<file path="config.mk">
export PLATFORM = sky130hd
export DESIGN_NAME = writeback_arbiter
export DESIGN_NICKNAME = d
export VERILOG_FILES = /design/src/rtl/writeback_arbiter.sv
export SDC_FILE = /design/constraint.sdc
export NUM_CORES = 1
export LEC_CHECK = 0
export CAP_MARGIN = 0
export CORE_ASPECT_RATIO = 1.4
export CORE_MARGIN = 3
export CORE_UTILIZATION = 60
export DETAILED_ROUTE_END_ITERATION = 8
export DONT_BUFFER_PORTS = 1
export GPL_TIMING_DRIVEN = 1
export PLACE_DENSITY = 0.8
export SETUP_SLACK_MARGIN = 0.15
export SKIP_CTS_REPAIR_TIMING = 1
export SLEW_MARGIN = 25
export SYNTH_ARGS = -nofsm -noshare
export SYNTH_HDL_FRONTEND = slang
export SYNTH_SLANG_ARGS = --single-unit
</file>
<file path="constraint.sdc">
create_clock -name Clock -period 2.8 [get_ports Clock]
set_clock_uncertainty 0.1 [all_clocks]
set_input_delay 0 -clock Clock [delete_from_list [all_inputs] [get_ports Clock]]
set_output_delay 0 -clock Clock [all_outputs]
set_load 0.01 [all_outputs]
</file>
<file path="src/rtl/writeback_arbiter.sv">
// Register file write-side arbiter: ALU results take priority, load results
// wait in a small FIFO, and an anti-starvation counter stalls the ALU so that
// buffered loads still drain. A query port exposes pending load destinations.
module writeback_arbiter #(
  parameter int unsigned DATA_W       = 32,
  parameter int unsigned ADDR_W       = 5,
  parameter int unsigned FIFO_DEPTH   = 2,
  parameter int unsigned STARVE_LIMIT = 4
) (
  input  logic              Clock,
  input  logic              Reset_n,
  input  logic              Alu_Valid,
  output logic              Alu_Ready,
  input  logic [ADDR_W-1:0] Alu_Rd,
  input  logic [DATA_W-1:0] Alu_Data,
  input  logic              Ld_Valid,
  output logic              Ld_Ready,
  input  logic [ADDR_W-1:0] Ld_Rd,
  input  logic [DATA_W-1:0] Ld_Data,
  output logic              Write,
  output logic [ADDR_W-1:0] Write_Reg,
  output logic [DATA_W-1:0] Write_Data,
  input  logic [ADDR_W-1:0] Query_Reg,
  output logic              Query_Hit
);

  localparam int unsigned PTR_W = (FIFO_DEPTH > 1) ? $clog2(FIFO_DEPTH) : 1;
  localparam int unsigned CNT_W = $clog2(STARVE_LIMIT + 1);
  localparam int unsigned OCC_W = PTR_W + 1;

  // Load buffer storage and bookkeeping
  logic [ADDR_W-1:0] r_mem_rd   [FIFO_DEPTH];
  logic [DATA_W-1:0] r_mem_data [FIFO_DEPTH];
  logic [FIFO_DEPTH-1:0] r_ent_vld;
  logic [PTR_W-1:0]  r_wr_idx;
  logic [PTR_W-1:0]  r_rd_idx;
  logic [OCC_W-1:0]  r_count;
  logic [CNT_W-1:0]  r_starve;

  logic              w_empty;
  logic              w_full;
  logic              w_alu_xfer;
  logic              w_ld_push;
  logic              w_pop;
  logic              w_sel_vld;
  logic [ADDR_W-1:0] w_sel_rd;
  logic [DATA_W-1:0] w_sel_data;
  logic [CNT_W-1:0]  w_starve_nxt;
  logic              w_query_hit;

  assign w_empty    = (r_count == '0);
  assign w_full     = (r_count == OCC_W'(FIFO_DEPTH));
  assign Ld_Ready   = ~w_full;
  assign Alu_Ready  = (r_starve < CNT_W'(STARVE_LIMIT));
  assign w_alu_xfer = Alu_Valid & Alu_Ready;
  assign w_ld_push  = Ld_Valid & Ld_Ready;
  // Pop only from pre-edge occupancy, so a freshly pushed load waits a cycle
  assign w_pop      = ~w_alu_xfer & ~w_empty;
  assign Query_Hit  = w_query_hit;

  // Write-port source selection: ALU transfer, then FIFO head, else idle
  always_comb begin
    w_sel_vld  = 1'b0;
    w_sel_rd   = '0;
    w_sel_data = '0;
    if (w_alu_xfer) begin
      w_sel_vld  = 1'b1;
      w_sel_rd   = Alu_Rd;
      w_sel_data = Alu_Data;
    end else if (w_pop) begin
      w_sel_vld  = 1'b1;
      w_sel_rd   = r_mem_rd[r_rd_idx];
      w_sel_data = r_mem_data[r_rd_idx];
    end
  end

  // Starvation counter: counts ALU wins over a waiting load, cleared on pop or empty
  always_comb begin
    w_starve_nxt = r_starve;
    if (w_empty || w_pop) begin
      w_starve_nxt = '0;
    end else if (w_alu_xfer && (r_starve != CNT_W'(STARVE_LIMIT))) begin
      w_starve_nxt = r_starve + CNT_W'(1);
    end
  end

  // Pending-load lookup over live entries; x0 destinations never hit
  always_comb begin
    w_query_hit = 1'b0;
    for (int i = 0; i < FIFO_DEPTH; i++) begin
      if (r_ent_vld[i] && (r_mem_rd[i] == Query_Reg) && (r_mem_rd[i] != '0)) begin
        w_query_hit = 1'b1;
      end
    end
  end

  // FIFO pointers, occupancy and entry-valid tracking
  always_ff @(posedge Clock or negedge Reset_n) begin
    if (!Reset_n) begin
      r_wr_idx  <= '0;
      r_rd_idx  <= '0;
      r_count   <= '0;
      r_ent_vld <= '0;
    end else begin
      if (w_ld_push) begin
        r_wr_idx <= r_wr_idx + PTR_W'(1);
      end
      if (w_pop) begin
        r_rd_idx <= r_rd_idx + PTR_W'(1);
      end
      case ({w_ld_push, w_pop})
        2'b10:   r_count <= r_count + OCC_W'(1);
        2'b01:   r_count <= r_count - OCC_W'(1);
        default: r_count <= r_count;
      endcase
      for (int i = 0; i < FIFO_DEPTH; i++) begin
        if (w_ld_push && (r_wr_idx == PTR_W'(i))) begin
          r_ent_vld[i] <= 1'b1;
        end else if (w_pop && (r_rd_idx == PTR_W'(i))) begin
          r_ent_vld[i] <= 1'b0;
        end
      end
    end
  end

  // FIFO payload storage
  always_ff @(posedge Clock or negedge Reset_n) begin
    if (!Reset_n) begin
      for (int i = 0; i < FIFO_DEPTH; i++) begin
        r_mem_rd[i]   <= '0;
        r_mem_data[i] <= '0;
      end
    end else if (w_ld_push) begin
      r_mem_rd[r_wr_idx]   <= Ld_Rd;
      r_mem_data[r_wr_idx] <= Ld_Data;
    end
  end

  // Starvation counter register
  always_ff @(posedge Clock or negedge Reset_n) begin
    if (!Reset_n) begin
      r_starve <= '0;
    end else begin
      r_starve <= w_starve_nxt;
    end
  end

  // Registered write port; x0 results are consumed silently and address/data hold
  always_ff @(posedge Clock or negedge Reset_n) begin
    if (!Reset_n) begin
      Write      <= 1'b0;
      Write_Reg  <= '0;
      Write_Data <= '0;
    end else begin
      Write <= w_sel_vld && (w_sel_rd != '0);
      if (w_sel_vld && (w_sel_rd != '0)) begin
        Write_Reg  <= w_sel_rd;
        Write_Data <= w_sel_data;
      end
    end
  end

endmodule

</file>
# ---- Word-level counts from Yosys, hierarchy flattened
# Index checks and enable logic that the tools add are counted.
dict set report classes {
  addsub 5
  magnitude_cmp 4
  n_eq_ne 6
  n_mux 27
  n_bitwise 10
  n_reduce_logical 20
}
# operator count
set ops {}
lappend ops {{32-bit two-way mux} 6}
lappend ops {{64-bit bitwise mux} 1}
lappend ops {{32-bit demux with 1-bit select} 1}
lappend ops {{5-bit two-way mux} 6}
lappend ops {{5-bit nonzero test} 3}
lappend ops {{1-bit logical AND} 11}
lappend ops {{10-bit bitwise mux} 1}
lappend ops {{5-bit equality test} 2}
lappend ops {{1-bit two-way mux} 8}
lappend ops {{2-bit nonzero test} 4}
lappend ops {{3-bit two-way mux} 2}
lappend ops {{5-bit demux with 1-bit select} 1}
lappend ops {{1-bit inverter} 5}
lappend ops {{2-bit equality test, second input constant} 2}
lappend ops {{2-bit greater-or-equal comparator, second input constant} 2}
lappend ops {{1-bit inverter with 2-bit output} 2}
lappend ops {{2-bit case mux with 2 select lines} 1}
lappend ops {{3-bit by 1-bit adder with 3-bit output, second input constant} 1}
lappend ops {{1-bit AND} 3}
lappend ops {{3-bit less-than comparator, second input constant} 1}
lappend ops {{3-bit != test, second input constant} 1}
lappend ops {{1-bit adder, second input constant} 2}
lappend ops {{2-bit by 1-bit adder with 2-bit output, second input constant} 1}
lappend ops {{2-bit by 1-bit equality test with 1-bit output, second input constant} 1}
lappend ops {{4 further kinds} 4}
dict set report word_totals {
  regBits 121
  inputBits 83
  out_inout_bits 41
}

# ---- Longest topological paths before layout
dict set report logic_depth {
  word_depth 8
  depth_mapped 7
}

# ---- Worst setup path after synthesis
# OpenSTA, ideal clock, no wires.
dict set report synth_timing {
  path_kind {flip-flop to flip-flop}
  start {register r_rd_idx}
  end {register Write_Data[10]}
  arrival_ns 1.677
  t_required_ns 2.575
  path_slack_ns 0.899
  stages_incl_launch_ff 7
  cell_sequence {dfrtp_1 -> buf_4 -> nor4_4 -> o22ai_1 -> a21oi_4 -> buf_6 -> mux2_2}
}
dict set report synth_between {
  elab_chain_len 8
}
# item line_no
set synth_lines {}
lappend synth_lines {{from (decl)} 36} ;# logic [PTR_W-1:0] r_rd_idx;
lappend synth_lines {{from (signal assigned)} 109} ;# r_rd_idx <= r_rd_idx + PTR_W'(1);
lappend synth_lines {{1-bit inverter with 2-bit output (implied by the code) *} {72, 73}}
lappend synth_lines {{5-bit two-way mux (implied by the code) (3 in a row)} 72} ;# w_sel_rd = r_mem_rd[r_rd_idx];
lappend synth_lines {{5-bit two-way mux} 70} ;# end else if (w_pop) begin
lappend synth_lines {{5-bit two-way mux} 66} ;# if (w_alu_xfer) begin
lappend synth_lines {{5-bit nonzero test} 156} ;# if (w_sel_vld && (w_sel_rd != '0)) begin
lappend synth_lines {{1-bit logical AND} 156}
lappend synth_lines {{to (signal assigned)} 158} ;# Write_Data <= w_sel_data;
lappend synth_lines {{to (decl)} 22} ;# output logic [DATA_W-1:0] Write_Data,
# Mark *: on every way between the ends. The rest lies on a longest branch, timed or not. The select of a mux whose other input is x is not followed.
# A chain may end at the register's enable or synchronous reset.

# ---- Worst setup path in the final report
dict set report layout_timing {
  start {register r_starve[2]}
  end {register Write_Reg[4]}
}
dict set report layout_between {
  elab_chain_len 8
}
# item line_no
set layout_lines {}
lappend layout_lines {{from (decl)} 38} ;# logic [CNT_W-1:0] r_starve;
lappend layout_lines {{from (signal assigned)} 144} ;# r_starve <= w_starve_nxt;
lappend layout_lines {{3-bit less-than comparator *} 54} ;# assign Alu_Ready = (r_starve < CNT_W'(STARVE_LIMIT));
lappend layout_lines {{1-bit AND *} 55} ;# assign w_alu_xfer = Alu_Valid & Alu_Ready;
lappend layout_lines {{1-bit inverter} 58} ;# assign w_pop = ~w_alu_xfer & ~w_empty;
lappend layout_lines {{1-bit AND} 58}
lappend layout_lines {{5-bit two-way mux} 70}
lappend layout_lines {{5-bit two-way mux} 66}
lappend layout_lines {{5-bit nonzero test} 156}
lappend layout_lines {{1-bit logical AND} 156}
lappend layout_lines {{to (signal assigned)} 157} ;# Write_Reg <= w_sel_rd;
lappend layout_lines {{to (decl)} 21} ;# output logic [ADDR_W-1:0] Write_Reg,
# Mark *: on every way between the ends. The rest lies on a longest branch, timed or not.

==> qor.csv <==
stage,metric,value,unit
placement,io_buffers,0,
route,wirelength_met1,5020,um
power,leakagePower,3.08,nW
placement,place.gp.congestion,0.808,
route,drc,0,
clocking,clk_latency,410,ps
route,dr.first_iter.drc_count,186,
setup_path,critPathLaunchType,flip-flop,
clocking,htreeDepth,4,
timing,finalCriticalPeriod,2460,ps
power,p_sw_share,32.7,%
timing,hold_violations,121,
clocking,clock_sinks,121,
route,vias,3781,
final_layout,area_delta_synth_final,27.4,%
final_layout,drive_above_1_share,27.5,%
route,drtPass1Iterations,4,
flow_run,maxCapViolations,0,
route,routed_wl,13400,um
yosys,synth_cell_types,39,
setup_path,cp.required,3040,ps
floorplan,die_y,120,um
timing,relSlewSlack,69.1,%
global_routing,globalRouteOverflowTotal,0,
placement,place_ws,556,ps
setup_path,endpoint_kind,flip-flop,
power,cellInternalPower,0.00556,W
power,p_comb_share,29.8,%
final_layout,most-common-layout-cells,"dfrtp_1 (120), mux2_2 (93), dlygate4sd3_1 (78)",
floorplan,io_pins,124,
power,ir_drop,0.831,mV
setup_path,crit_buf_inv,2,
route,routed.top_layer,met4,
power,p_sw,0.00270,W
setup_path,crit_fanout,27,
route,routedWlPerCell,21.3,um
setup_path,cpMaxStageDelayCell,dlygate4sd3_1,
clocking,cts-buffers-inserted,17,
setup_path,crit_type,reg2reg,
min_path,hp-class,in2async,
floorplan,rows,40,
global_routing,groute.usage.overall,23.6,%
clocking,cts_tree,done,
global_routing,grt_pass1_vias,3722,
timing,tightest_slew,462,ps
route,route.met2.wl,7290,um
yosys,ys.warnings.count,0,
final_layout,fill_cells,470,
yosys,syn_area_per_cell,13.0,um2
timing,timing.hold.ws,-821,ps
power,seqPwrFrac,41.9,%
setup_path,crit_chain,"nand2b_1, o21ai_4, buf_4, o211ai_1, o221ai_1, dlygate4sd3_1",
timing,maxSlewViolCount,0,
floorplan,dieArea,0.0104,mm2
timing,setup-tns-final,0,ps
clocking,cts_buffer_depth,2,
floorplan,core,0.00876,mm2
yosys,synth_area,0.00553,mm2
setup_path,crit_arrival,2700,ps
route,antenna_left,0,
yosys,seq_area_frac_synth,54.8,%
power,powerDensity,1170,mW/mm2
run_status,violations,hold timing,
timing,rsz0062_at_grt,false,
yosys,synth-seq-cells,121,
clocking,path_clk_slew,50,ps
setup_path,max_stage_delay,580,ps
timing,setup_slack,338,ps
yosys,synthCells,426,
timing,setup_viol,0,
global_routing,antenna_found_initial,1,
route,vias_per_cell,6.01,
final_layout,nets,595,
placement,dp_hpwl,7690,um
global_routing,grt_max_degree,122,
clocking,cts_root_buf,clkbuf_16,
run_status,status,"complete, but fails checks",
timing,post-route-period-util,87.9,%
floorplan,die_w,87.1,um
power,clkPwrFrac,28.3,%
global_routing,grt_pass1_wl,18700,um
route,dr_wl_met3,802,um
setup_path,timing.critical_path.max_delay_family,buffers and inverters,
final_layout,final_common_cell,dfrtp_1,
timing,fmax,406,MHz
yosys,synth_nets,511,
floorplan,initial_utilization,63.1,%
==> worst register-to-register path, stage by stage, from the launching register on <==
cell and delay [ps]:
dfrtp_1 400, nand2b_1 300, o21ai_4 260, buf_4 410, o211ai_1 180, o221ai_1 170, dlygate4sd3_1 580
==> cells by family (layout without fill, tap and decap cells) <==
family                     Yosys count  after routing  share of synthesized area, %
buffers and inverters               28            125                          2.76
AOI/OAI and AO/OA                   53             53                          5.73
adders and majority gates            2              2                         0.453
muxes                              143            143                          28.3
xor gates and xnor gates            13             13                          2.06
DFF                                121            121                          54.8
and+or+nand+nor                     66             66                          5.93
other                                0              1                             0
==> cell type report <==
type | instances | area [um2] | share of cell area (%)
sequential | 121 | 3030 | 43.0
multi-input combinational | 277 | 2370 | 33.6
timing repair buffer | 88 | 856 | 12.2
clock buffer | 20 | 467 | 6.63
clock inverter | 12 | 171 | 2.43
tap | 105 | 131 | 1.87
inverter | 5 | 18.8 | 0.266
antenna | 1 | 2.50 | 0.0355
==> power by group through the flow <==
stage               registers [W]  logic (W)  clock network, W
finish                    0.00346    0.00246           0.00234
global route              0.00357    0.00267           0.00245
CTS                       0.00343    0.00231           0.00235
detailed placement        0.00345    0.00228                 0
global placement          0.00338    0.00219                 0
floorplan                 0.00320    0.00196                 0
==> state kept, by name (all words and copies together), names as in the netlist, 2 cells and up <==
signal      flops
r_mem_data     64
Write_Data     32
r_mem_rd       10
Write_Reg       5
r_starve        3
r_count         2
r_ent_vld       2
==> Yosys cell counts <==
library cell / n / area [um2]
dfrtp_1: 121 / 3030
mux2_2: 93 / 1050
mux2i_1: 37 / 370
nand2_1: 37 / 139
o21ai_0: 32 / 160
mux2_1: 13 / 146
buf_2: 8 / 40.0
nor3_1: 8 / 40.0
clkbuf_1: 7 / 26.3
xor2_1: 7 / 61.3
xnor2_1: 6 / 52.6
inv_1: 5 / 18.8
nor2_1: 5 / 18.8
o21ai_1: 5 / 25.0
buf_4: 4 / 30.0
buf_6: 3 / 33.8
nor3b_1: 3 / 22.5
nor4_1: 3 / 18.8
a21oi_1: 2 / 10.0
a221o_1: 2 / 20.0
ha_1: 2 / 25.0
nand2b_1: 2 / 12.5
nand3_1: 2 / 10.0
o211ai_1: 2 / 15.0
o221ai_1: 2 / 17.5
o22ai_1: 2 / 12.5
a211o_1: 1 / 8.76
a21oi_4: 1 / 16.3
a31oi_1: 1 / 6.26
buf_1: 1 / 3.75
nand4_1: 1 / 6.26
nor2_4: 1 / 11.3
nor2b_1: 1 / 6.26
nor4_4: 1 / 21.3
nor4b_2: 1 / 15.0
o21ai_2: 1 / 8.76
o31ai_1: 1 / 7.51
o32ai_1: 1 / 8.76
or2_2: 1 / 6.26
==> per-layer routing <==
metal	vias up	global-route usage, %
met4	0	7.68
met5	-	0
li1	1689	-
met3	21	9.41
met2	120	40.5
met1	1951	26.6
==> worst paths after layout <==
kind | startpoint | endpoint | slack [ps] | cells after the start
max in group asynchronous | Reset_n | Write_Data[2]$_DFFE_PN0P_ | 3260 | 0
setup reg to reg | r_starve[2]$_DFFE_PN0P_ | Write_Reg[4]$_DFFE_PN0P_ | 340 | 6
min in group Clock | Alu_Valid | Write_Data[19]$_DFFE_PN0P_ | 80 | 4
setup / recovery | r_starve[2]$_DFFE_PN0P_ | Write_Reg[4]$_DFFE_PN0P_ | 340 | 6
hold reg to reg | r_starve[0]$_DFFE_PN0P_ | r_starve[0]$_DFFE_PN0P_ | 360 | 1
hold / removal | Reset_n | Write$_DFF_PN0_ | -820 | 0
==> per-stage QoR <==
step                      util [%]  total power, W  std cells  instance area, um2  hold slack [ps]
after global placement        64.2         0.00557        518                5620             -393
final                         80.4         0.00826        629                7040             -821
after floorplan                  -         0.00516        426                5530             -396
after global routing          80.4         0.00869        629                7040             -838
after detailed placement      64.2         0.00573        518                5620             -393
after CTS                     71.5         0.00809        550                6260             -831
Note: power is estimated with default switching activity, not from simulation.
